## config.mk

```make
export PLATFORM = sky130hd
export DESIGN_NAME = quant_sched
export DESIGN_NICKNAME = d
export VERILOG_FILES = /design/src/rtl/quant_sched_pkg.sv /design/src/rtl/quant_sched_watchdog.sv /design/src/rtl/quant_sched.sv
export SDC_FILE = /design/constraint.sdc
export NUM_CORES = 1
export LEC_CHECK = 0
export CORE_MARGIN = 2
export CORE_UTILIZATION = 46
export CTS_BUF_LIST = sky130_fd_sc_hd__clkbuf_16
export DETAILED_ROUTE_END_ITERATION = 10
export PLACE_DENSITY = 0.95
export SLEW_MARGIN = 20
export SYNTH_ARGS = -nofsm -noshare
export SYNTH_HDL_FRONTEND = slang
export SYNTH_SLANG_ARGS = --single-unit
```

## constraint.sdc

```tcl
create_clock -name clk -period 4 [get_ports clk]
set_input_delay 0.6 -clock clk [delete_from_list [all_inputs] [get_ports clk]]
set_output_delay 0.6 -clock clk [all_outputs]
set_load 0.005 [all_outputs]
```

## src/rtl/quant_sched_pkg.sv

```systemverilog
// -----------------------------------------------------------------------------
// quant_sched_pkg
// Shared definitions for the macroblock quantizer scheduler:
//   - default job count / watchdog window / index width
//   - DC_JOB_IDX: the DC job sits just past the last AC job index
//   - parameter-set select encoding driven on q_sel_dc
//   - FSM state encoding (also exported on the scheduler's debug port)
// -----------------------------------------------------------------------------
package quant_sched_pkg;

  localparam int QS_NUM_AC  = 16;
  localparam int QS_TIMEOUT = 64;
  localparam int QS_IDX_W   = 5;

  localparam int DC_JOB_IDX = QS_NUM_AC;

  // q_sel_dc encoding: which quantizer parameter set the engine uses
  localparam logic SEL_DC = 1'b1;
  localparam logic SEL_AC = 1'b0;

  typedef enum logic [1:0] {
    ST_IDLE  = 2'd0,
    ST_ISSUE = 2'd1,
    ST_WAIT  = 2'd2,
    ST_FIN   = 2'd3
  } state_t;

endpackage

```

## src/rtl/quant_sched_watchdog.sv

```systemverilog
// -----------------------------------------------------------------------------
// qsched_watchdog
// Loadable down-counter guarding one quantizer job.
//   clk, rst   : clock, synchronous active-high reset
//   clr_i      : re-arm to a full window (asserted in the job's issue cycle)
//   en_i       : count one waiting cycle
//   expired_o  : high on the TIMEOUT-th waiting cycle after the re-arm
// The counter is loaded with TIMEOUT-1 so that the first waiting cycle reads
// TIMEOUT-1 and the TIMEOUT-th waiting cycle reads 0.
// -----------------------------------------------------------------------------
module qsched_watchdog #(
  parameter int TIMEOUT = 64
) (
  input  logic clk,
  input  logic rst,
  input  logic clr_i,
  input  logic en_i,
  output logic expired_o
);

  localparam int CW = $clog2(TIMEOUT + 1);
  localparam logic [CW-1:0] LOAD_VAL = CW'(TIMEOUT - 1);

  logic [CW-1:0] cnt_q;

  always_ff @(posedge clk) begin
    if (rst || clr_i) begin
      cnt_q <= LOAD_VAL;
    end else if (en_i && (cnt_q != '0)) begin
      cnt_q <= cnt_q - 1'b1;
    end
  end

  assign expired_o = (cnt_q == '0);

endmodule

```

## src/rtl/quant_sched.sv

```systemverilog
// -----------------------------------------------------------------------------
// quant_sched
// Time-multiplexes one shared quantizer over the 17 jobs of a 16x16 luma
// macroblock: the DC job first, then AC blocks 0..NUM_AC-1.
//
// Ports:
//   clk, rst        clock, synchronous active-high reset
//   start           begin sequencing (accepted only when idle)
//   ac_nz           per-AC-block nonzero mask, latched on accepted start
//   busy            high while jobs are being issued / awaited
//   done            one-cycle pulse: all jobs retired, or aborted
//   err             sticky timeout flag, cleared by the next accepted start
//   dc_done         one-cycle pulse when the DC job retires
//   q_start         one-cycle start pulse to the shared quantizer
//   q_sel_dc        parameter set select (SEL_DC / SEL_AC)
//   q_idx           job index, stable through the job
//   q_done          quantizer completion pulse
//   wr_en/wr_idx    capture strobe and destination slot
//   wr_zero         qualifies wr_en: write the slot with all zeros
//   dbg_state       current FSM state (state_t encoding)
//
// Build option QSCHED_SKIP_ZERO_EN: AC jobs whose latched ac_nz bit is 0 are
// not sent to the engine; their slot is zero-filled in the issue cycle.
// Without it ac_nz is ignored and wr_zero is always 0.
//
// Handshake: q_start is a single-cycle request; the engine answers with a
// single-cycle q_done, which is only honoured while waiting. wr_en / wr_idx
// / dc_done are combinational from q_done in that same cycle.
// -----------------------------------------------------------------------------
module quant_sched
  import quant_sched_pkg::*;
#(
  parameter int NUM_AC  = QS_NUM_AC,
  parameter int TIMEOUT = QS_TIMEOUT,
  parameter int IDX_W   = QS_IDX_W
) (
  input  logic              clk,
  input  logic              rst,
  input  logic              start,
  input  logic [NUM_AC-1:0] ac_nz,
  output logic              busy,
  output logic              done,
  output logic              err,
  output logic              dc_done,
  output logic              q_start,
  output logic              q_sel_dc,
  output logic [IDX_W-1:0]  q_idx,
  input  logic              q_done,
  output logic              wr_en,
  output logic [IDX_W-1:0]  wr_idx,
  output logic              wr_zero,
  output logic [1:0]        dbg_state
);

  localparam logic [IDX_W-1:0] DC_IDX   = IDX_W'(NUM_AC);
  localparam logic [IDX_W-1:0] LAST_IDX = IDX_W'(NUM_AC - 1);

  state_t           state_q, state_d;
  logic [IDX_W-1:0] idx_q, idx_d;
  logic             err_q, err_d;
  logic             wd_clr, wd_en, wd_expired;
  logic             adv;
  logic             is_dc;

`ifdef QSCHED_SKIP_ZERO_EN
  logic [NUM_AC-1:0] nz_q, nz_d;
  logic [NUM_AC-1:0] nz_shr;
  assign nz_shr = nz_q >> idx_q;
`else
  logic unused_nz;
  assign unused_nz = ^ac_nz;
`endif

  assign is_dc = (idx_q == DC_IDX);

  qsched_watchdog #(.TIMEOUT(TIMEOUT)) u_wd (
    .clk       (clk),
    .rst       (rst),
    .clr_i     (wd_clr),
    .en_i      (wd_en),
    .expired_o (wd_expired)
  );

  always_ff @(posedge clk) begin
    if (rst) begin
      state_q <= ST_IDLE;
      idx_q   <= DC_IDX;
      err_q   <= 1'b0;
`ifdef QSCHED_SKIP_ZERO_EN
      nz_q    <= '0;
`endif
    end else begin
      state_q <= state_d;
      idx_q   <= idx_d;
      err_q   <= err_d;
`ifdef QSCHED_SKIP_ZERO_EN
      nz_q    <= nz_d;
`endif
    end
  end

  always_comb begin
    state_d  = state_q;
    idx_d    = idx_q;
    err_d    = err_q;
`ifdef QSCHED_SKIP_ZERO_EN
    nz_d     = nz_q;
`endif
    busy     = 1'b0;
    done     = 1'b0;
    dc_done  = 1'b0;
    q_start  = 1'b0;
    q_sel_dc = SEL_AC;
    q_idx    = '0;
    wr_en    = 1'b0;
    wr_idx   = '0;
    wr_zero  = 1'b0;
    wd_clr   = 1'b0;
    wd_en    = 1'b0;
    adv      = 1'b0;

    unique case (state_q)
      ST_IDLE: begin
        if (start) begin
          state_d = ST_ISSUE;
          idx_d   = DC_IDX;
          err_d   = 1'b0;
`ifdef QSCHED_SKIP_ZERO_EN
          nz_d    = ac_nz;
`endif
        end
      end

      ST_ISSUE: begin
        busy     = 1'b1;
        q_idx    = idx_q;
        q_sel_dc = is_dc ? SEL_DC : SEL_AC;
`ifdef QSCHED_SKIP_ZERO_EN
        if (!is_dc && !nz_shr[0]) begin
          // All-zero AC block: zero-fill the slot without using the engine
          wr_en   = 1'b1;
          wr_zero = 1'b1;
          wr_idx  = idx_q;
          adv     = 1'b1;
        end else begin
          q_start = 1'b1;
          wd_clr  = 1'b1;
          state_d = ST_WAIT;
        end
`else
        q_start = 1'b1;
        wd_clr  = 1'b1;
        state_d = ST_WAIT;
`endif
      end

      ST_WAIT: begin
        busy     = 1'b1;
        q_idx    = idx_q;
        q_sel_dc = is_dc ? SEL_DC : SEL_AC;
        wd_en    = 1'b1;
        // q_done wins over expiry so a reply on the last allowed cycle counts
        if (q_done) begin
          wr_en   = 1'b1;
          wr_idx  = idx_q;
          dc_done = is_dc;
          adv     = 1'b1;
        end else if (wd_expired) begin
          err_d   = 1'b1;
          state_d = ST_FIN;
        end
      end

      ST_FIN: begin
        done    = 1'b1;
        state_d = ST_IDLE;
      end

      default: state_d = ST_IDLE;
    endcase

    // Job order: DC, then AC 0 .. NUM_AC-1
    if (adv) begin
      if (is_dc) begin
        idx_d   = '0;
        state_d = ST_ISSUE;
      end else if (idx_q == LAST_IDX) begin
        state_d = ST_FIN;
      end else begin
        idx_d   = idx_q + 1'b1;
        state_d = ST_ISSUE;
      end
    end
  end

  assign err       = err_q;
  assign dbg_state = state_q;

endmodule
```

# Word level (Yosys, flattened, before mapping)
# Cells that the tools add are included.
dict set report classes {
  n_addsub 2
  n_eq_ne 11
  n_mux 29
  n_reduce_logical 9
}
# cell count
set op_table {}
lappend op_table {{$mux 5} 8}
lappend op_table {{$mux 1} 13}
lappend op_table {{$mux 2} 6}
lappend op_table {{$pmux 2 s4} 1}
lappend op_table {{$logic_not 7->1} 1}
lappend op_table {{$reduce_bool 7->1} 1}
lappend op_table {{$sub 7x1->7 const B} 1}
lappend op_table {{$ne 3x3->1 const B} 2}
lappend op_table {{$add 5x1->5 const B} 1}
lappend op_table {{$eq 5x4->1 const B} 1}
lappend op_table {{$eq 5x5->1 const B} 1}
lappend op_table {{$eq 2x2->1 const B} 2}
lappend op_table {{$ne 2x2->1 const B} 2}
lappend op_table {{$reduce_and 4->1} 1}
lappend op_table {{$ne 3x2->1 const B} 1}
lappend op_table {{$reduce_and 3->1} 1}
lappend op_table {{$eq 2x1->1 const B} 1}
lappend op_table {{$logic_not 2->1} 1}
lappend op_table {{$ne 2x1->1 const B} 1}
lappend op_table {{$pmux 1 s2} 1}
lappend op_table {{$reduce_bool 2->1} 1}
lappend op_table {{$reduce_or 2->1} 1}
lappend op_table {{$logic_and 1x1->1} 1}
lappend op_table {{$logic_or 1x1->1} 1}
dict set report totals {
  register_bits 15
  inputBits 20
  out_inout_bits 20
  word_cells 55
}

# Logic depth before layout (Yosys ltp)
dict set report depth {
  word_depth 5
  mapped_depth 7
}

# Hierarchy
# A second synthesis with hierarchy kept.
dict set report unflattened {
  cells_unflattened 121
  area_unflattened_um2 1027.2
}
# module n_inst cells_each area_per_inst_um2 seq_area_each_um2
set modules_own_cells {}
lappend modules_own_cells {quant_sched 1 78 651.9 160.2}
lappend modules_own_cells {qsched_watchdog 1 43 375.4 140.1}

# Worst setup path after synthesis
# Ideal clock, no wire load.
dict set report synth_path {
  path_type {register -> output}
  from {reg state_q[0], in the netlist dbg_state[0]}
  to {out dc_done}
  t_arrival_ps 1211
  setup_slack_ps 2189
  path_stages_with_launch 6
  n_path_buf 1
  cell_sequence {dfxtp_1 inv_1 ha_1 clkbuf_1 nand2_1 nor3_1}
}
dict set report synth_between {
  elab_chain_cells 2
}
# item line_no
set synth_rtl {}
lappend synth_rtl {{start: declaration} quant_sched.sv:58} ;# state_t state_q, state_d;
lappend synth_rtl {{start signal: assignment} quant_sched.sv:93} ;# state_q <= state_d;
lappend synth_rtl {{$eq 2x2->1} quant_sched.sv:122} ;# unique case (state_q)
lappend synth_rtl {{$mux 1} quant_sched.sv:122}
lappend synth_rtl {{end: declaration} quant_sched.sv:44} ;# output logic dc_done,
# Every way passes these cells.

# Worst setup path in the final report
dict set report layout_path {
  from {in q_done}
  to {out wr_en}
}
dict set report layout_between {
  elab_chain_cells 2
}
# item line_no
set layout_rtl {}
lappend layout_rtl {{start: declaration} quant_sched.sv:48} ;# input logic q_done,
lappend layout_rtl {{$mux 1} quant_sched.sv:163} ;# if (q_done) begin
lappend layout_rtl {{$mux 1} quant_sched.sv:122}
lappend layout_rtl {{end: declaration} quant_sched.sv:49} ;# output logic wr_en,
# Every way passes these cells.

==> out/results.txt <==
final worst path period share: 0.704
Mapped Cells: 119
Setup TNS Final: 0 ps
Yosys top cell by area: dfxtp_1
number of synthesis warnings: 0
worst r2r path cells: 6
reg2reg end: idx_q[0]
Fillers: 161
number of endpoints failing setup at the final stage: 0
port bufs: 22
layout cell share with drive strength beyond 1: 0.0504
Synth top area share: 0.304
CP endpoint kind: output port
row cnt: 16
routed vias/inst: 6.11
DR DRC count: 0
worst flop-to-flop path startpoint: dbg_state[0]
crit path cell chain: clkdlybuf4s50_1 > and2_1 > clkdlybuf4s50_1
PostCTS Resize Cnt: 0
final worst setup slack: 1180 ps
Worst Path Buf+Inv: 2
reg-to-reg slack, setup: 2040 ps
most common library cells after synthesis: dfxtp_1, ha_1, inv_1, nand2_1, nor3_1
CTS tree: done
DIE AREA: 2540 µm²
Top FF cell, synth: dfxtp_1
Synth area leaders: dfxtp_1, ha_1, nor3_1
Final ANT Viol Nets: 0
status: completed
Reg area: 300 µm²
Die Span Y: 50.4 µm
Antenna diodes: 0
CP Max Fanout: 12
Multi-input gate area: 627 µm²
Worst-Skew Late Latency: 240 ps
H-tree levels: 1
Final Instance Area: 1290 µm²
Synth cell types: 38
final hold vios: 0
Hold EP: u_wd.cnt_q[6]
Total Power: 0.000662 W
WL/cell: 16.3 µm
DRT Pass-1 Iters: 4
Worst Hold Path Cells: 2
WL final: 2710 µm
syn_area_per_cell: 8.31 µm²
total gr overflow: 0
EDFF count, synth: 0
Post-CTS Hold Buffers: 0
setup bufs post-CTS: 0
largest net degree at the start of global routing: 13
Crit path max-delay family: buffers and inverters
Yosys reg bits: 15
Tmin final: 2820 ps
dpl cell area: 1210 µm²
maximum root-to-sink buffer count: 2
Final #Nets: 170
Post-synth ARST share: 0
Cell Pwr Density: 511 nW/µm²
Startpoint Class: primary input
width of the die: 50.4 µm
post-synthesis sequential area ratio: 0.304
Root Buffer: clkbuf_16
Worst EP required: 3400 ps
clock buffer count from CTS: 3
area of the core: 2000 µm²
GP Congestion: 0.830
max frequency: 355 MHz
clk_skew: 1.44 ps
synthesized net count: 149
Place WS: 1230 ps
synthesis-to-layout area growth: 31.0%
synthesized cell area: 988 µm²
initial antenna violation count: 0
Hold Startpoint: u_wd.cnt_q[6]
RSZ-0062 raised after global routing: false
DPL Wire Length: 1700 µm
Setup CP Type: in -> out
first-pass GRT wire length: 4510 µm
non-filler cells, final: 166
vias: 1,015
clk sinks: 15
CP max stage cell: clkdlybuf4s50_1
count leader, synth: dfxtp_1
Worst Path Arrival: 2220 ps
Final Max Slew Viols: 0
Max-Cap Viols: 0
starting density of the core: 0.494
# IOs: 40
vias in the first global route: 958
clock-pin slew on the worst setup and hold paths: 50 ps
GRT Total Usage: 0.232
Largest stage delay, worst path: 610 ps
most repeated library cell on the critical path: clkdlybuf4s50_1
Leak: 0.481 nW
Initial DRC Count: 55
hold crit path type: reg -> reg
maximum vdd drop: 0.439 mV
placed insts: 162
-- final cells by class --
class	instances	share of cell area
clock buffers	3	0.0580
flip-flops and latches	15	0.232
inverters	9	0.0261
multi-input cells	89	0.484
well taps	27	0.0261
clock inverters	1	0.00386
repair buffers	22	0.170
-- worst reg2reg max path, cell delays in order (launching register included) --
cell     delay [ps]
dfxtp_1         350
inv_1           140
ha_1            240
and2_1          440
o21a_1          310
o21ai_0         150
o32ai_1         240
-- registers in the layout, summed over array words and instances, names as in the netlist --
signal      cells
dbg_state       2
idx_q           5
err             1
u_wd.cnt_q      7
-- per-layer routing --
metal	share of wire	GRT usage
met5	0	0
met1	0.41	0.294
met4	0.032	0.117
met2	0.47	0.382
met3	0.085	0.0327
-- layout by cell type, fill, tap and decap left out, types with 3 or more instances in the layout --
cell type,count
o2111ai_1,3
nor3_1,8
inv_1,9
nor2_1,6
nand3b_1,3
nand2_1,8
dfxtp_1,15
clkbuf_16,3
nand3_1,4
and2_1,6
a31oi_1,3
xor2_1,3
o21ai_0,5
ha_1,10
clkdlybuf4s50_1,22
and3_1,3
-- power by group --
| group | internal (W) | switching (W) | total (W) | leakage [nW] |
|---|---|---|---|---|
| Combinational | 0.000141 | 0.000143 | 0.000284 | 0.318 |
| Clock | 0.000133 | 0.0000607 | 0.000194 | 0.0409 |
| Sequential | 0.000164 | 0.0000198 | 0.000184 | 0.122 |
| Total | 0.000439 | 0.000223 | 0.000662 | 0.481 |
-- stage by stage --
step,utilization,hold slack [ps]
after CTS,0.647,500
after detailed placement,0.607,481
after floorplan,-,455
final,0.647,500
after global routing,0.647,544
after global placement,0.607,466
-- worst max path at each step --
stage,start,endpoint,slack (ps),depth (start not counted)
finish,q_done,wr_en,1180,3
CTS,q_done,wr_en,1220,3
detailed placement,q_done,wr_en,1230,3
floorplan,dbg_state[0],dc_done,2190,5
global placement,q_done,wr_en,1270,3
global route,q_done,wr_en,1120,3
-- logic make-up (layout without fill, tap and decap cells) --
logic type	after synthesis	in the layout	share of synthesized area
flip-flops	15	15	0.304
AO/OA/AOI/OAI	26	26	0.204
AND/OR/NAND/NOR	48	48	0.265
XOR/XNOR	4	4	0.0354
adder cells (fa/ha/maj)	10	10	0.127
buffers and inverters	15	35	0.0620
other	1	1	0.00379
(Power assumes the default switching activity.)
==> RTL edit (config.mk and constraints unchanged) <==
The package constant `QS_NUM_AC` goes from 16 to 18.
--- a/src/rtl/quant_sched_pkg.sv
+++ b/src/rtl/quant_sched_pkg.sv
@@ -8,7 +8,7 @@
 // -----------------------------------------------------------------------------
 package quant_sched_pkg;
 
-  localparam int QS_NUM_AC  = 16;
+  localparam int QS_NUM_AC  = 18;
   localparam int QS_TIMEOUT = 64;
   localparam int QS_IDX_W   = 5;
 
Interface: changed (resized ac_nz); port bits go from 40 to 42. No check against the original RTL was run, so the function may have changed too.
==> RTL edit against the unedited design <==
Sequential power increased by 7%. Total power grew 20%. Worst setup slack got worse by 0.0028 ns. Routed wire length fell by 12%. Hold slack got worse by 0.012 ns. Cell area is 4.8% higher. Sequential cell count did not move. Largest cell class unchanged. Area after synthesis increased by 7.1%.
==> RTL edit: results (changes against the unedited design) <==
** Pwr
- The fraction of power spent switching nets came to 0.349 (was 0.337).
- The leakage power total is 0.000569 uW (was 0.000481 uW).
- The worst IR drop on VDD was 0.284 mV (was 0.439 mV).

** Setup path
- Crit path DAT :: 2.22 ns (about the same)
- Largest fanout on the critical path :: 9 (was 12)
- Worst reg-to-reg setup slack :: 2.12 ns (was 2.04 ns)
- The terminus of the critical flop-to-flop path is idx_q[0]$_SDFF_PP0_ (unchanged).

** Global route
- The pin count of the biggest net entering global routing was 15 (was 13).
- The via count of the first global-routing pass was 898 (was 958).
- First-pass GRT wire length :: 4050 um (was 4510 um)
- Overall fraction of global-route tracks in use :: 0.204 (was 0.232)

** Yosys
- The net count of the mapped netlist came to 159 (was 149).
- Part of the Yosys area used for sequential elements :: 0.284 (was 0.304)
- The number of synthesized flops with an enable pin was 0 (unchanged).
- Cells after synthesis :: 126 (was 119)
- The count of different cell masters after synthesis came to 44 (was 38).
- Top cells by area in the synthesized netlist: sky130_fd_sc_hd__dfxtp_1 28%, sky130_fd_sc_hd__ha_1 13%, sky130_fd_sc_hd__nand2_1 5.0% (was sky130_fd_sc_hd__dfxtp_1 30%, sky130_fd_sc_hd__ha_1 13%, sky130_fd_sc_hd__nor3_1 4.1%).
- Commonest cells in the netlist :: 15 x sky130_fd_sc_hd__dfxtp_1, 14 x sky130_fd_sc_hd__nand2_1, 11 x sky130_fd_sc_hd__ha_1 (was 15 x sky130_fd_sc_hd__dfxtp_1, 10 x sky130_fd_sc_hd__ha_1, 9 x sky130_fd_sc_hd__inv_1)
- Fraction of registers with async set or reset after synthesis :: 0 (unchanged)

** Routing
- The number of vias per cell after detailed routing came to 5.60 (was 6.11).
- The iteration count of the initial detailed-routing pass came to 4 (unchanged).
- The number of DRC markers in iteration 0 came to 11 (was 55).
- Total routed wirelength :: 2390 um (was 2710 um)
- The wire length per cell after detailed routing came to 13.7 um (was 16.3 um).

** Layout
- The final antenna diode count is 0 (unchanged).
- Share of final-layout standard cells stronger than drive strength 1 :: 0.0753 (was 0.0504)
- The number of filler cells placed in the layout is 192 (was 161).
- Post-layout net count :: 180 (was 170)

** Place
- Post-DP Area :: 1280 um2 (was 1210 um2)
- # placed instances :: 170 (was 162)
- The last weighted congestion value of the routability-driven placer is 0.921 (was 0.830).
- Detailed-placement wirelength estimate :: 1850 um (was 1700 um)

** Outcome
- Outcome: completed (unchanged).

** Timing
- The worst clock skew on the final layout was 0.00129 ns (was 0.00144 ns).
- Least setup slack across all paths after layout :: 1.18 ns (about the same)
- Minimum hold slack :: 0.488 ns (was 0.500 ns)

** Hold path
- Number of cells on the worst hold path :: 2 (unchanged)
-- RTL edit: power groups by stage --
stage                     registers (uW)  logic [uW]  clock network, uW
after floorplan                      193         230                  0
after global routing                 198         449                207
after global placement               195         386                  0
after detailed placement             199         403                  0
final                                196         403                195
after CTS                            196         405                199
-- RTL edit: logic make-up (layout without fill, tap and decap cells) --
logic type,after synthesis,after routing,synth area share
AND/OR/NAND/NOR,51,51,0.265
AO/OA/AOI/OAI,26,26,0.189
flip-flops,15,15,0.284
buffers and inverters,15,35,0.0662
adder cells (fa/ha/maj),11,11,0.130
XOR/XNOR,5,5,0.0414
multiplexers,2,2,0.0213
other,1,1,0.00354
-- RTL edit: cell type report --
type / instances / area, um2 / area share
Multi-Input combinational cell: 96 / 688 / 0.507
Sequential cell: 15 / 300 / 0.221
Timing Repair Buffer: 22 / 220 / 0.162
Clock buffer: 3 / 75.1 / 0.0553
Tap cell: 28 / 35.0 / 0.0258
Inverter: 9 / 33.8 / 0.0249
Clock inverter: 1 / 5.00 / 0.00369
-- RTL edit: metal layers --
| metal | up-vias | GRT usage | routed length, um |
|---|---|---|---|
| met2 | 35 | 0.363 | 1220 |
| met4 | 0 | 0.0921 | 31 |
| li1 | 488 | - | - |
| met1 | 447 | 0.231 | 1010 |
| met3 | 4 | 0.0402 | 124 |
| met5 | - | 0 | 0 |
-- RTL edit: critical path: stages --
cell and delay, ns:
sky130_fd_sc_hd__clkdlybuf4s50_1 0.62, sky130_fd_sc_hd__nand2_1 0.26, sky130_fd_sc_hd__inv_2 0.22, sky130_fd_sc_hd__clkdlybuf4s50_1 0.52
